===== src/rtl/seg_frame_ctrl_pkg.sv =====
// Shared opcodes, FSM encodings and command layout for the SPI-to-7-segment sequencer.
package seg_frame_ctrl_pkg;

    localparam logic [3:0] OP_WR_DIG  = 4'h1;
    localparam logic [3:0] OP_WR_ALL  = 4'h2;
    localparam logic [3:0] OP_CLEAR   = 4'h3;
    localparam logic [3:0] OP_BRIGHT  = 4'h4;

    localparam logic [3:0] BRIGHT_RST = 4'hF;

    typedef enum logic [1:0] {
        S_IDLE     = 2'd0,
        S_DIG_DATA = 2'd1,
        S_ALL_DATA = 2'd2,
        S_BRT_DATA = 2'd3
    } state_t;

    typedef struct packed {
        logic [3:0] op;
        logic [3:0] arg;
    } cmd_t;

endpackage


===== src/rtl/seg_frame_ctrl_if.sv =====
// Byte-strobe input and display-state outputs of the frame sequencer.
interface seg_frame_ctrl_if #(
    parameter int P_DIGITS = 4
);
    logic [7:0]            i_byte;
    logic                  i_byte_valid;
    logic [8*P_DIGITS-1:0] o_digits;
    logic [3:0]            o_bright;
    logic                  o_busy;
    logic                  o_frame_done;
    logic                  o_err;

    modport master (
        output i_byte, i_byte_valid,
        input  o_digits, o_bright, o_busy, o_frame_done, o_err
    );

    modport slave (
        input  i_byte, i_byte_valid,
        output o_digits, o_bright, o_busy, o_frame_done, o_err
    );
endinterface


===== src/rtl/seg_frame_ctrl_frame_timer.sv =====
// Inter-byte watchdog: counts while a frame is open, clears on each byte, saturates at
// P_TIMEOUT-1 and flags expiry there.
module frame_timer #(
    parameter int P_TIMEOUT = 27_000_000
) (
    input  logic i_clk,
    input  logic i_rst,
    input  logic i_clear,
    input  logic i_run,
    output logic o_expired
);
    localparam int            TW   = (P_TIMEOUT > 2) ? $clog2(P_TIMEOUT) : 1;
    localparam logic [TW-1:0] LAST = TW'(P_TIMEOUT - 1);

    logic [TW-1:0] cnt_q, cnt_d;

    always_comb begin
        cnt_d = cnt_q;
        if (i_clear || !i_run) begin
            cnt_d = '0;
        end else if (cnt_q != LAST) begin
            cnt_d = cnt_q + TW'(1);
        end
    end

    always_ff @(posedge i_clk or posedge i_rst) begin
        if (i_rst) begin
            cnt_q <= '0;
        end else begin
            cnt_q <= cnt_d;
        end
    end

    // The owner leaves the running state on expiry, so this is high for one cycle.
    assign o_expired = i_run && (cnt_q == LAST);

endmodule


===== src/rtl/seg_frame_ctrl.sv =====
// Parses SPI byte strobes into display commands; WR_ALL frames are staged in a shadow
// buffer and committed in one cycle so the display never shows a partial frame.
module seg_frame_ctrl
    import seg_frame_ctrl_pkg::*;
#(
    parameter int P_DIGITS  = 4,
    parameter int P_TIMEOUT = 27_000_000
) (
    input  logic            i_clk,
    input  logic            i_rst,
    seg_frame_ctrl_if.slave bus
);
    localparam int            IW       = (P_DIGITS > 1) ? $clog2(P_DIGITS) : 1;
    localparam logic [IW-1:0] LAST_IDX = IW'(P_DIGITS - 1);

    typedef logic [P_DIGITS-1:0][7:0] dig_arr_t;

    state_t        state_q, state_d;
    logic [IW-1:0] idx_q, idx_d;
    logic [IW-1:0] sel_q, sel_d;
    dig_arr_t      shadow_q, shadow_d;
    dig_arr_t      digits_q, digits_d;
    logic [3:0]    bright_q, bright_d;
    logic          busy_q;
    logic          done_q, done_d;
    logic          err_q, err_d;
    logic          expired;
    cmd_t          cmd;

    assign cmd = cmd_t'(bus.i_byte);

    frame_timer #(.P_TIMEOUT(P_TIMEOUT)) u_timer (
        .i_clk     (i_clk),
        .i_rst     (i_rst),
        .i_clear   (bus.i_byte_valid),
        .i_run     (state_q != S_IDLE),
        .o_expired (expired)
    );

    always_comb begin
        state_d  = state_q;
        idx_d    = idx_q;
        sel_d    = sel_q;
        shadow_d = shadow_q;
        digits_d = digits_q;
        bright_d = bright_q;
        done_d   = 1'b0;
        err_d    = 1'b0;

        if (bus.i_byte_valid) begin
            unique case (state_q)
                S_IDLE: begin
                    case (cmd.op)
                        OP_WR_DIG: begin
                            if (32'(cmd.arg) < P_DIGITS) begin
                                sel_d   = IW'(cmd.arg);
                                state_d = S_DIG_DATA;
                            end else begin
                                err_d = 1'b1;
                            end
                        end
                        OP_WR_ALL: begin
                            idx_d   = '0;
                            state_d = S_ALL_DATA;
                        end
                        OP_CLEAR: begin
                            digits_d = '0;
                            done_d   = 1'b1;
                        end
                        OP_BRIGHT: state_d = S_BRT_DATA;
                        default:   err_d   = 1'b1;
                    endcase
                end
                S_DIG_DATA: begin
                    digits_d[sel_q] = bus.i_byte;
                    done_d          = 1'b1;
                    state_d         = S_IDLE;
                end
                S_ALL_DATA: begin
                    if (idx_q == LAST_IDX) begin
                        // Final byte bypasses the shadow so the commit happens this cycle.
                        digits_d           = shadow_q;
                        digits_d[LAST_IDX] = bus.i_byte;
                        shadow_d           = '0;
                        idx_d              = '0;
                        done_d             = 1'b1;
                        state_d            = S_IDLE;
                    end else begin
                        shadow_d[idx_q] = bus.i_byte;
                        idx_d           = idx_q + IW'(1);
                    end
                end
                S_BRT_DATA: begin
                    bright_d = bus.i_byte[3:0];
                    done_d   = 1'b1;
                    state_d  = S_IDLE;
                end
                default: state_d = S_IDLE;
            endcase
        end else if (expired && (state_q != S_IDLE)) begin
            // A byte arriving on the expiry cycle takes the branch above instead.
            state_d  = S_IDLE;
            idx_d    = '0;
            shadow_d = '0;
            err_d    = 1'b1;
        end
    end

    always_ff @(posedge i_clk or posedge i_rst) begin
        if (i_rst) begin
            state_q  <= S_IDLE;
            idx_q    <= '0;
            sel_q    <= '0;
            shadow_q <= '0;
            digits_q <= '0;
            bright_q <= BRIGHT_RST;
            busy_q   <= 1'b0;
            done_q   <= 1'b0;
            err_q    <= 1'b0;
        end else begin
            state_q  <= state_d;
            idx_q    <= idx_d;
            sel_q    <= sel_d;
            shadow_q <= shadow_d;
            digits_q <= digits_d;
            bright_q <= bright_d;
            busy_q   <= (state_d != S_IDLE);
            done_q   <= done_d;
            err_q    <= err_d;
        end
    end

    assign bus.o_digits     = digits_q;
    assign bus.o_bright     = bright_q;
    assign bus.o_busy       = busy_q;
    assign bus.o_frame_done = done_q;
    assign bus.o_err        = err_q;

endmodule


===== src/flat_wrapper.sv =====
// flat-port wrapper written by rule: the top's interface ports become plain ports
module seg_frame_ctrl_flat import seg_frame_ctrl_pkg::*;
#(
    parameter int P_DIGITS  = 4,
    parameter int P_TIMEOUT = 27_000_000
)
  (i_clk, i_rst, bus_i_byte, bus_i_byte_valid, bus_o_digits, bus_o_bright, bus_o_busy, bus_o_frame_done, bus_o_err);
  seg_frame_ctrl_if #(.P_DIGITS(P_DIGITS)) bus_i ();
  input  logic i_clk;
  input  logic i_rst;
  input wire logic [$bits(bus_i.i_byte)-1:0] bus_i_byte;
  input wire logic [$bits(bus_i.i_byte_valid)-1:0] bus_i_byte_valid;
  output wire logic [$bits(bus_i.o_digits)-1:0] bus_o_digits;
  output wire logic [$bits(bus_i.o_bright)-1:0] bus_o_bright;
  output wire logic [$bits(bus_i.o_busy)-1:0] bus_o_busy;
  output wire logic [$bits(bus_i.o_frame_done)-1:0] bus_o_frame_done;
  output wire logic [$bits(bus_i.o_err)-1:0] bus_o_err;
  assign bus_i.i_byte = bus_i_byte;
  assign bus_i.i_byte_valid = bus_i_byte_valid;
  assign bus_o_digits = bus_i.o_digits;
  assign bus_o_bright = bus_i.o_bright;
  assign bus_o_busy = bus_i.o_busy;
  assign bus_o_frame_done = bus_i.o_frame_done;
  assign bus_o_err = bus_i.o_err;
  seg_frame_ctrl #(.P_DIGITS(P_DIGITS), .P_TIMEOUT(P_TIMEOUT)) u_core (.i_clk(i_clk), .i_rst(i_rst), .bus(bus_i));
endmodule

===== config.mk =====
export PLATFORM = sky130hd
export DESIGN_NAME = seg_frame_ctrl_flat
export DESIGN_NICKNAME = d
export VERILOG_FILES = /design/src/rtl/seg_frame_ctrl_pkg.sv /design/src/rtl/seg_frame_ctrl_if.sv /design/src/rtl/seg_frame_ctrl_frame_timer.sv /design/src/rtl/seg_frame_ctrl.sv /design/src/flat_wrapper.sv
export SDC_FILE = /design/constraint.sdc
export NUM_CORES = 1
export LEC_CHECK = 0
export ABC_AREA = 1
export ABC_CLOCK_PERIOD_IN_PS = 3200
export BUFFER_PORTS_ARGS = -buffer_cell sky130_fd_sc_hd__buf_2
export CAP_MARGIN = 0
export CORE_MARGIN = 4
export CORE_UTILIZATION = 54
export CTS_CLUSTER_DIAMETER = 100
export CTS_CLUSTER_SIZE = 16
export DETAILED_ROUTE_END_ITERATION = 10
export PLACE_DENSITY = 0.77
export SYNTH_ARGS = -nofsm -noshare
export SYNTH_HDL_FRONTEND = slang
export SYNTH_SLANG_ARGS = --single-unit

===== constraint.sdc =====
create_clock -name i_clk -period 3.2 [get_ports i_clk]
set_input_delay 0.64 -clock i_clk [delete_from_list [all_inputs] [get_ports i_clk]]
set_output_delay 0.64 -clock i_clk [all_outputs]
set_load 0.01 [all_outputs]

==> results of run 1 <==
## sequential cells by signal, summed over array words and instances (netlist names)
name	cells
u_core.bus.o_digits	32
u_core.u_timer.cnt_q	25
u_core.shadow_q	24
u_core.bus.o_bright	4
u_core.idx_q	2
u_core.sel_q	2
u_core.state_q	2
u_core.bus.o_busy	1
u_core.bus.o_err	1
u_core.bus.o_frame_done	1
## cell type report
class | instances | share of cell area (%)
repair buffers | 53 | 5.14
well taps | 111 | 2.48
clock buffers | 11 | 2.53
flip-flops and latches | 94 | 42.1
inverters | 55 | 3.71
clock inverters | 5 | 1.05
multi-input cells | 524 | 43.0
## through the flow
stage / std cells / power (mW) / util [%] / worst slack, ns
2_1_floorplan: 691 / 2.52 / - / 0.118
3_3_place_gp: 837 / 2.87 / 58.7 / 0.879
3_5_place_dp: 837 / 2.92 / 58.7 / 0.829
4_1_cts: 853 / 3.71 / 60.9 / 0.981
5_1_grt: 853 / 3.95 / 60.9 / 0.803
6_report: 853 / 3.70 / 60.9 / 0.973
## path summary, 6_finish.rpt
kind,endpoint,startpoint,slack (ns),depth (start not counted)
max,u_core.bus.o_digits[19]$_DFFE_PP0P_,u_core.state_q[0]$_DFF_PP0_,0.97,7
min,u_core.bus.o_digits[27]$_DFFE_PP0P_,i_rst,0.34,2
max reg2reg,u_core.bus.o_digits[19]$_DFFE_PP0P_,u_core.state_q[0]$_DFF_PP0_,0.97,7
min reg2reg,u_core.shadow_q[4]$_DFFE_PP0P_,u_core.shadow_q[4]$_DFFE_PP0P_,0.48,2
max in group asynchronous,u_core.u_timer.cnt_q[18]$_DFFE_PP0P_,i_rst,2.12,3
min in group i_clk,u_core.shadow_q[4]$_DFFE_PP0P_,u_core.shadow_q[4]$_DFFE_PP0P_,0.48,2
## routing by layer
metal | wire [um] | up-vias | global-route usage, %
li1 | - | 2293 | -
met1 | 5500 | 2213 | 31.5
met2 | 6080 | 142 | 40.5
met3 | 642 | 19 | 2.78
met4 | 195 | 0 | 7.12
met5 | 0 | - | 0
## worst max-delay path, stage by stage (launching register included)
cell and delay (ns):
dfrtp_1 0.40, inv_1 0.13, ha_1 0.24, a21oi_1 0.24, nand3_4 0.40, nor2_8 0.54
nand2_1 0.12, nand2_1 0.08
## synthesized netlist by cell type (all sizes together) (4+ instances only)
cell / instances / area share, %
buf: 12 / 1.6
ha: 9 / 2.2
inv: 53 / 3.9
o21ai: 64 / 6.5
nand3: 34 / 3.7
nor3: 16 / 1.7
nand4: 17 / 2.1
dfrtp: 90 / 44
a21oi: 18 / 1.8
dfstp: 4 / 2.1
clkbuf: 6 / 0.44
nand2: 292 / 22
nor2: 61 / 5.2
## power groups by stage
stage | Sequential [mW] | Combinational (mW) | Clock (mW)
after floorplan | 1.73 | 0.791 | 0
after global placement | 1.69 | 1.18 | 0
after detailed placement | 1.70 | 1.21 | 0
after CTS | 1.68 | 1.22 | 0.811
after global routing | 1.73 | 1.37 | 0.859
final | 1.69 | 1.21 | 0.796
## logic make-up (layout without fill, tap and decap cells)
group | count (synthesis) | after routing | share of synthesized area (%)
AO/OA/AOI/OAI | 85 | 85 | 8.76
XOR/XNOR | 5 | 5 | 0.864
adder cells (fa/ha/maj) | 9 | 9 | 2.22
buffers and inverters | 73 | 124 | 6.07
flip-flops | 94 | 94 | 46.5
AND/OR/NAND/NOR | 425 | 425 | 35.6
==> flow_metrics.py, run 1 <==
metrics = {
    "outcome": {
        "status": "finished, final reports clean",
    },
    "power": {
        "swShare_pct": 38.9,
        "power_frac_comb_pct": 32.8,
        "p_clk_share_pct": 21.5,
        "powerDensity_nw_per_um2": 660,
        "ir_worst_vdd_mv": 0.307,
        "leakagePower_nw": 2.97,
        "switchingPower_mw": 1.44,
        "seqPwrFrac_pct": 45.6,
        "internal_power_mw": 2.26,
    },
    "clock_tree": {
        "cts_buffers": 9,
        "clkTransAtPathRegs_ns": 0.09,
        "cts_setup_buffers": 0,
        "cts_resized": 0,
        "cts-root-buf": "clkbuf_8",
        "cts_hold_buf": 0,
        "cts.sinks": 94,
        "cts_tree": "done",
        "htreeDepth": 3,
        "cts_buffer_depth": 2,
        "clk_latency_ns": 0.36,
    },
    "critical_path": {
        "worstPathArrival_ns": 2.52,
        "worst-path-max-fanout": 33,
        "crit_path_end_kind": "register",
        "required_ns": 3.49,
        "worstSetupPathType": "reg -> reg",
        "cp-start-kind": "register",
    },
    "logic_synthesis": {
        "synth_edf_count": 0,
        "async_flop_share_pct": 100,
        "synth_nets": 711,
        "synth-seq-cells": 94,
        "synthesis.area_sq_um": 5070,
        "yosysWarnings": 0,
        "syn_avg_cell_area_sq_um": 7.34,
        "synth_cells": 691,
        "ys.flop_type": "dfrtp_1",
        "synth_cell_types": 32,
        "ys_seq_area_share_pct": 46.5,
    },
    "timing": {
        "slew_violations": 0,
        "rsz0062_at_grt": "false",
        "fin_crit_ns": 2.23,
        "worst_slew_pin_slew_ns": 0.815,
        "relSlewSlack_pct": 45.5,
        "fmax_mhz": 449,
        "fin_crit_sh_pct": 69.6,
        "finalHoldViolCount": 0,
        "holdWs_ns": 0.344,
        "tns_ns": 0,
        "setup_viol": 0,
        "skew_ns": 0.0113,
    },
    "job": {
        "max_cap_violations": 0,
    },
    "floorplan": {
        "rows": 35,
        "fp.dieH_um": 105,
        "die_x_um": 105,
        "initial_core_util_pct": 55.2,
        "dieArea_sq_um": 11000,
        "io_pins": 50,
        "core_sq_um": 9200,
    },
    "place": {
        "dp_hpwl_mm": 8.73,
        "place.gp.congestion": 0.940,
        "place_area_sq_um": 5400,
        "port_buffers": 49,
    },
    "detailed_routing": {
        "ant_nets": 0,
        "wirelength_mm": 12.4,
        "drc": 0,
        "drt-pass1-iter-count": 5,
        "num_vias": 4667,
        "wire_per_inst_um": 14.6,
        "vias_per_cell": 5.47,
        "first_iter_violations": 296,
    },
    "cells_and_area": {
        "seq_area_sq_um": 2360,
        "postLayoutCellArea_sq_um": 5600,
        "syn2layout_area_growth_pct": 10.4,
        "final_cell_mix": "nand2_1 (286), dfrtp_1 (90), o21ai_0 (63)",
        "multiInputGateArea_sq_um": 2410,
        "fillerInstances": 836,
        "fin_nets": 757,
        "n_antenna_cell": 0,
        "final_common_cell": "nand2_1",
        "drive_gt1_share_pct": 12.4,
    },
    "grt": {
        "grt_max_degree": 58,
        "track_usage_pct": 23.6,
        "antenna_found_initial": 0,
        "first_global_vias": 4577,
        "grt_first_pass_wirelength_mm": 21.5,
        "global_route.overflow_total": 0,
    },
    "worst_hold_path": {
        "hold_path.class": "in -> async",
    },
}
(Power assumes the default switching activity.)
==> run 2, diff against run 1 <==
Settings changed: ABC_AREA 1 to 0, ABC_CLOCK_PERIOD_IN_PS 3200 to 2100, PLACE_DENSITY 0.77 to 0.74.
Clock period 3.2 ns to 2.1 ns, I/O delays scaled along.
==> flow_metrics.py, run 2 <==
metrics = {
    "timing": {
        "fin_crit_sh_pct": 100,
        "holdWs_ns": 0.145,
        "worst_slew_pin_slew_ns": 0.510,
        "setup_ws_ns": -0.00320,
        "fmax_mhz": 475,
        "fin_crit_ns": 2.10,
        "finalHoldViolCount": 0,
        "relSlewSlack_pct": 66.0,
        "rsz0062_at_grt": "true",
        "skew_ns": 0.00672,
        "slew_violations": 0,
        "setup_viol": 1,
    },
    "clock_tree": {
        "cts.sinks": 94,
        "cts_tree": "done",
        "cts-root-buf": "clkbuf_8",
        "cts_buffer_depth": 2,
        "cts_hold_buf": 0,
        "cts_buffers": 9,
        "htreeDepth": 3,
        "clkTransAtPathRegs_ns": 0.10,
        "clk_latency_ns": 0.37,
    },
    "cells_and_area": {
        "n_antenna_cell": 0,
        "final_cell_mix": "dfrtp_1 (90), a22o_1 (56), nor2_1 (53)",
        "drive_gt1_share_pct": 31.7,
        "final_common_cell": "dfrtp_1",
        "fin_nets": 535,
        "largest_reg_flops": 32,
        "final_util_pct": 63.9,
        "syn2layout_area_growth_pct": 13.9,
    },
    "grt": {
        "global_route.overflow_total": 0,
        "busiest_layer": "met2",
        "gr-usage-met3_pct": 3.92,
        "met1_usage_pct": 29.8,
        "grt_first_pass_wirelength_mm": 19.0,
        "track_usage_pct": 21.5,
        "antenna_found_initial": 0,
        "grtUsageMet2_pct": 34.5,
        "grt_max_degree": 95,
        "first_global_vias": 3776,
    },
    "detailed_routing": {
        "drt-pass1-iter-count": 4,
        "vias_per_cell": 5.99,
        "drc": 0,
        "ant_nets": 0,
        "num_vias": 3764,
        "wirelength_mm": 11.2,
        "wire_per_inst_um": 17.8,
        "first_iter_violations": 195,
    },
    "logic_synthesis": {
        "synthMuxAreaShare_pct": 7.85,
        "syn_avg_cell_area_sq_um": 11.0,
        "synth_edf_count": 0,
        "synth_compound_area_share_pct": 17.8,
        "synth.area.top_cells": "dfrtp_1 (46%), a22o_1 (9.9%), mux2_2 (6.8%)",
        "synth_top_family_by_area": "compound AO/OA/AOI/OAI gates",
        "ys.flop_type": "dfrtp_1",
        "async_flop_share_pct": 100,
        "synth_top_cells_by_count": "dfrtp_1 (90), a22o_1 (56), nor2_1 (53), mux2_2 (30), a22oi_1 (24)",
        "synth-adder-area-share_pct": 2.28,
        "ys_seq_area_share_pct": 47.7,
        "synth_top_area_share_pct": 45.6,
        "yosysMostFrequentCell": "dfrtp_1",
        "synth_cell_types": 59,
        "synthSimpleGateAreaFrac_pct": 14.8,
        "synth-seq-cells": 94,
        "synth.largest_area_cell": "dfrtp_1",
        "synthesis.area_sq_um": 4940,
        "yosysWarnings": 0,
        "synth_cells": 448,
        "synth_xor_area_share_pct": 3.72,
        "synth_nets": 468,
    },
    "critical_path": {
        "critPathCapture": "u_core.shadow_q[8]$_DFFE_PP0P_",
        "worstSetupPathType": "reg -> reg",
        "reg2reg_to": "u_core.shadow_q[8]$_DFFE_PP0P_",
        "required_ns": 2.36,
        "worst-path-max-fanout": 8,
        "cp-start-kind": "register",
        "r2r-start": "u_core.u_timer.cnt_q[5]$_DFFE_PP0P_",
        "worstPathArrival_ns": 2.37,
        "worstSetupStartpoint": "u_core.u_timer.cnt_q[5]$_DFFE_PP0P_",
        "r2r_setup_slack_ns": -0.003,
        "crit_path_end_kind": "register",
        "reg2reg_depth": 6,
    },
    "place": {
        "port_buffers": 49,
        "dp_hpwl_mm": 7.63,
        "place.gp.congestion": 0.865,
    },
    "outcome": {
        "violations": "negative setup slack",
        "status": "complete, but fails checks",
    },
    "floorplan": {
        "fp.dieH_um": 104,
        "core_sq_um": 8810,
        "dieArea_sq_um": 10700,
        "die_x_um": 104,
        "rows": 34,
        "initial_core_util_pct": 56.1,
        "io_pins": 50,
    },
    "job": {
        "max_cap_violations": 0,
    },
    "power": {
        "leakagePower_nw": 2.66,
        "powerDensity_nw_per_um2": 1050,
        "ir_worst_vdd_mv": 0.871,
    },
    "worst_hold_path": {
        "hold_path.class": "in -> async",
    },
}
## run 2: cell types whose count changed after synthesis, moves of 12 or more
cell,change
nor3_1,-12
a22oi_1,+24
nand2_1,-263
inv_1,-46
clkbuf_1,+12
mux2_2,+30
o21ai_0,-59
nand4_1,-14
a22o_1,+56
nand3_1,-15
## run 2: how the worst min path moves through the flow
stage / startpoint / endpoint / slack [ns] / cells after the start
2_1_floorplan: u_core.shadow_q[15]$_DFFE_PP0P_ / u_core.shadow_q[15]$_DFFE_PP0P_ / 0.47 / 1
3_3_place_gp: u_core.bus.o_digits[25]$_DFFE_PP0P_ / u_core.bus.o_digits[25]$_DFFE_PP0P_ / 0.48 / 1
3_5_place_dp: u_core.bus.o_digits[28]$_DFFE_PP0P_ / u_core.bus.o_digits[28]$_DFFE_PP0P_ / 0.48 / 1
4_1_cts: i_rst / u_core.u_timer.cnt_q[17]$_DFFE_PP0P_ / 0.20 / 3
5_1_grt: i_rst / u_core.u_timer.cnt_q[17]$_DFFE_PP0P_ / 0.22 / 3
6_report: i_rst / u_core.u_timer.cnt_q[17]$_DFFE_PP0P_ / 0.15 / 3
## run 2: repair_timing
action	4_1_cts	5_1_grt
setup endpoints to repair	19	28
buffers inserted	2	2
pin swaps	1	0
resized for setup	1	3
## run 2: through the flow
stage / power [mW] / setup slack (ns) / std cells / TNS (ns) / area (sq um)
floorplan: 3.99 / 0.0823 / 448 / 0 / 4950
global placement: 4.60 / 0.0455 / 608 / 0 / 5360
detailed placement: 4.67 / -0.0199 / 608 / -0.0949 / 5360
CTS: 5.96 / 0.00713 / 626 / 0 / 5590
global route: 6.29 / -0.0806 / 628 / -1.34 / 5630
finish: 5.93 / -0.00320 / 628 / -0.00320 / 5630
## run 2: worst max-delay path, stage by stage, from the launching register on
cell	delay (ns)
dfrtp_1	0.41
nand3_1	0.11
or4_4	0.59
o41ai_4	0.35
buf_4	0.20
o21ai_2	0.12
a22o_1	0.21
## run 2: kinds of logic after synthesis
group / Yosys count
compound gates: 108
xor+xnor: 21
fa+ha+maj: 9
buf+inv: 39
flops: 94
mux: 35
simple gates: 142
## run 2: final cells by class
type	count	area, sq um
Sequential cell	94	2360
Clock buffer	9	124
Clock inverter	7	81.3
Inverter	6	26.3
Fill cell	691	3180
Tap cell	108	135
Multi-Input combinational cell	315	2330
Timing Repair Buffer	89	571
## run 2: report_power, final
group / internal (mW) / leakage [nW] / switching, mW
clock network: 0.569 / 0.0997 / 0.686
registers: 2.23 / 1.28 / 0.261
logic: 0.948 / 1.29 / 1.24
total: 3.75 / 2.66 / 2.19
## run 2: metal layers
metal / share of wire (%) / vias up
met5: 0 / -
met4: 1.3 / 0
met3: 5.3 / 15
met2: 48 / 103
met1: 46 / 1868
li1: - / 1778
==> run 3, diff against run 2 <==
Settings changed: CORE_MARGIN 4 to unset, SLEW_MARGIN set to 20.
==> flow_metrics.py, run 3 (same netlist as run 2, synthesis figures left out) <==
metrics = {
    "outcome": {
        "status": "complete, but fails checks",
        "violations": "design-rule violations",
    },
    "detailed_routing": {
        "wire_per_inst_um": 17.9,
        "ant_nets": 0,
        "drt-pass1-iter-count": 7,
        "wirelength_met1_mm": 5.02,
        "wl_met3_um": 647,
        "vias_per_cell": 6.06,
        "wirelength_mm": 11.2,
        "num_vias": 3812,
        "maxUsedRoutingLayer": "met4",
        "drc": 1,
        "wl_met2_mm": 5.39,
        "first_iter_violations": 153,
    },
    "timing": {
        "holdWs_ns": 0.159,
        "worst_slew_pin_slew_ns": 0.587,
        "relSlewSlack_pct": 60.4,
        "rsz0062_at_grt": "true",
        "slew_violations": 0,
        "tns_ns": 0,
        "fin_crit_sh_pct": 96.8,
        "fin_crit_ns": 2.03,
        "setup_viol": 0,
        "finalHoldViolCount": 0,
        "skew_ns": 0.0113,
        "fmax_mhz": 492,
    },
    "power": {
        "ir_worst_vdd_mv": 0.851,
        "powerDensity_nw_per_um2": 1040,
        "leakagePower_nw": 2.66,
        "totalPowerFinal_mw": 5.84,
    },
    "cells_and_area": {
        "postLayoutCellArea_sq_um": 5620,
        "stdcell_count": 629,
        "multiInputGateArea_sq_um": 2340,
        "largest_reg_flops": 32,
        "seq_area_sq_um": 2360,
        "syn2layout_area_growth_pct": 13.8,
        "fillerInstances": 717,
        "final_cell_mix": "dfrtp_1 (90), a22o_1 (56), nor2_1 (53)",
        "final_common_cell": "dfrtp_1",
        "fin_nets": 536,
        "n_antenna_cell": 0,
        "drive_gt1_share_pct": 31.7,
    },
    "critical_path": {
        "crit_path_end_kind": "register",
        "cpLargestDelayFamily": "simple AND/OR/NAND/NOR gates",
        "required_ns": 2.39,
        "worstSetupPathType": "reg -> reg",
        "path_cells": "ha_2, nand3_2, or4_4, or3_2, nand3_1, mux2i_1",
        "critical-path-max-stage-delay_ns": 0.54,
        "cp-start-kind": "register",
        "crit_slowest_cell": "or3_2",
        "worst-path-max-fanout": 4,
        "crit_buf_inv": 0,
        "worstPathArrival_ns": 2.32,
    },
    "grt": {
        "global_route.overflow_total": 0,
        "grt_first_pass_wirelength_mm": 18.6,
        "grt_max_degree": 95,
        "track_usage_pct": 25.0,
        "first_global_vias": 3751,
        "antenna_found_initial": 0,
    },
    "clock_tree": {
        "htreeDepth": 3,
        "cts-root-buf": "clkbuf_8",
        "cts.sinks": 94,
        "cts_buffer_depth": 2,
        "cts_tree": "done",
        "clkTransAtPathRegs_ns": 0.09,
        "cts_buffers": 9,
        "clk_latency_ns": 0.37,
        "cts_hold_buf": 0,
    },
    "job": {
        "max_cap_violations": 0,
    },
    "floorplan": {
        "die_x_um": 97.6,
        "initial_core_util_pct": 56.1,
        "core_sq_um": 8810,
        "rows": 34,
        "dieArea_sq_um": 9530,
        "fp.dieH_um": 97.6,
        "io_pins": 50,
    },
    "place": {
        "dp_hpwl_mm": 7.62,
        "place.gp.congestion": 0.817,
        "port_buffers": 49,
        "place_area_sq_um": 5370,
        "dp.cells": 609,
    },
    "worst_hold_path": {
        "hold_path.class": "in -> async",
    },
}
-- run 3: layout make-up --
| cell class | count | area share [%] |
|---|---|---|
| well taps | 108 | 2.40 |
| flip-flops and latches | 94 | 41.9 |
| clock inverters | 5 | 0.734 |
| multi-input cells | 315 | 41.6 |
| inverters | 6 | 0.467 |
| clock buffers | 11 | 2.51 |
| repair buffers | 90 | 10.3 |
-- run 3: tightest hold or removal path: cells and delay by family --
family                 cells  cell delay [ns]
buffers and inverters      3             0.55
-- run 3: power by group --
part	switching [mW]	internal (mW)
Combinational	1.26	0.963
Sequential	0.259	2.23
Clock	0.657	0.474
Total	2.18	3.67
-- run 3: timing repair --
item | 4_1_cts | 5_1_grt
endpoints found under the setup margin | 24 | 29
resized for setup | 1 | 5
gates cloned | 0 | 0
pin swaps | 1 | 1
buffers inserted | 2 | 2
-- run 3: final timing paths --
path                                                startpoint                                  end  slack [ns]  cells after the start
max                        u_core.u_timer.cnt_q[1]$_DFFE_PP0P_  u_core.u_timer.cnt_q[6]$_DFFE_PP0P_        0.07                      6
min                                                      i_rst  u_core.bus.o_digits[28]$_DFFE_PP0P_        0.16                      3
max reg2reg                u_core.u_timer.cnt_q[1]$_DFFE_PP0P_  u_core.u_timer.cnt_q[6]$_DFFE_PP0P_        0.07                      6
min reg2reg                u_core.bus.o_digits[27]$_DFFE_PP0P_  u_core.bus.o_digits[27]$_DFFE_PP0P_        0.51                      1
max in group asynchronous                                i_rst   u_core.bus.o_bright[1]$_DFFE_PP1P_        1.53                      3
min in group i_clk                               bus_i_byte[6]  u_core.bus.o_digits[30]$_DFFE_PP0P_        0.38                      2
-- run 3: layer usage --
layer / vias to the layer above / global-route usage (%)
met3: 16 / 3.81
met2: 126 / 39.2
met1: 1892 / 34.7
met5: - / 0
li1: 1778 / -
met4: 0 / 10.6
-- run 3: stage by stage --
stage	util, %	worst slack, ns
global placement	61.0	0.0441
detailed placement	61.0	-0.0204
CTS	63.3	0.0189
floorplan	-	0.0823
global route	63.9	-0.0177
finish	63.9	0.0672
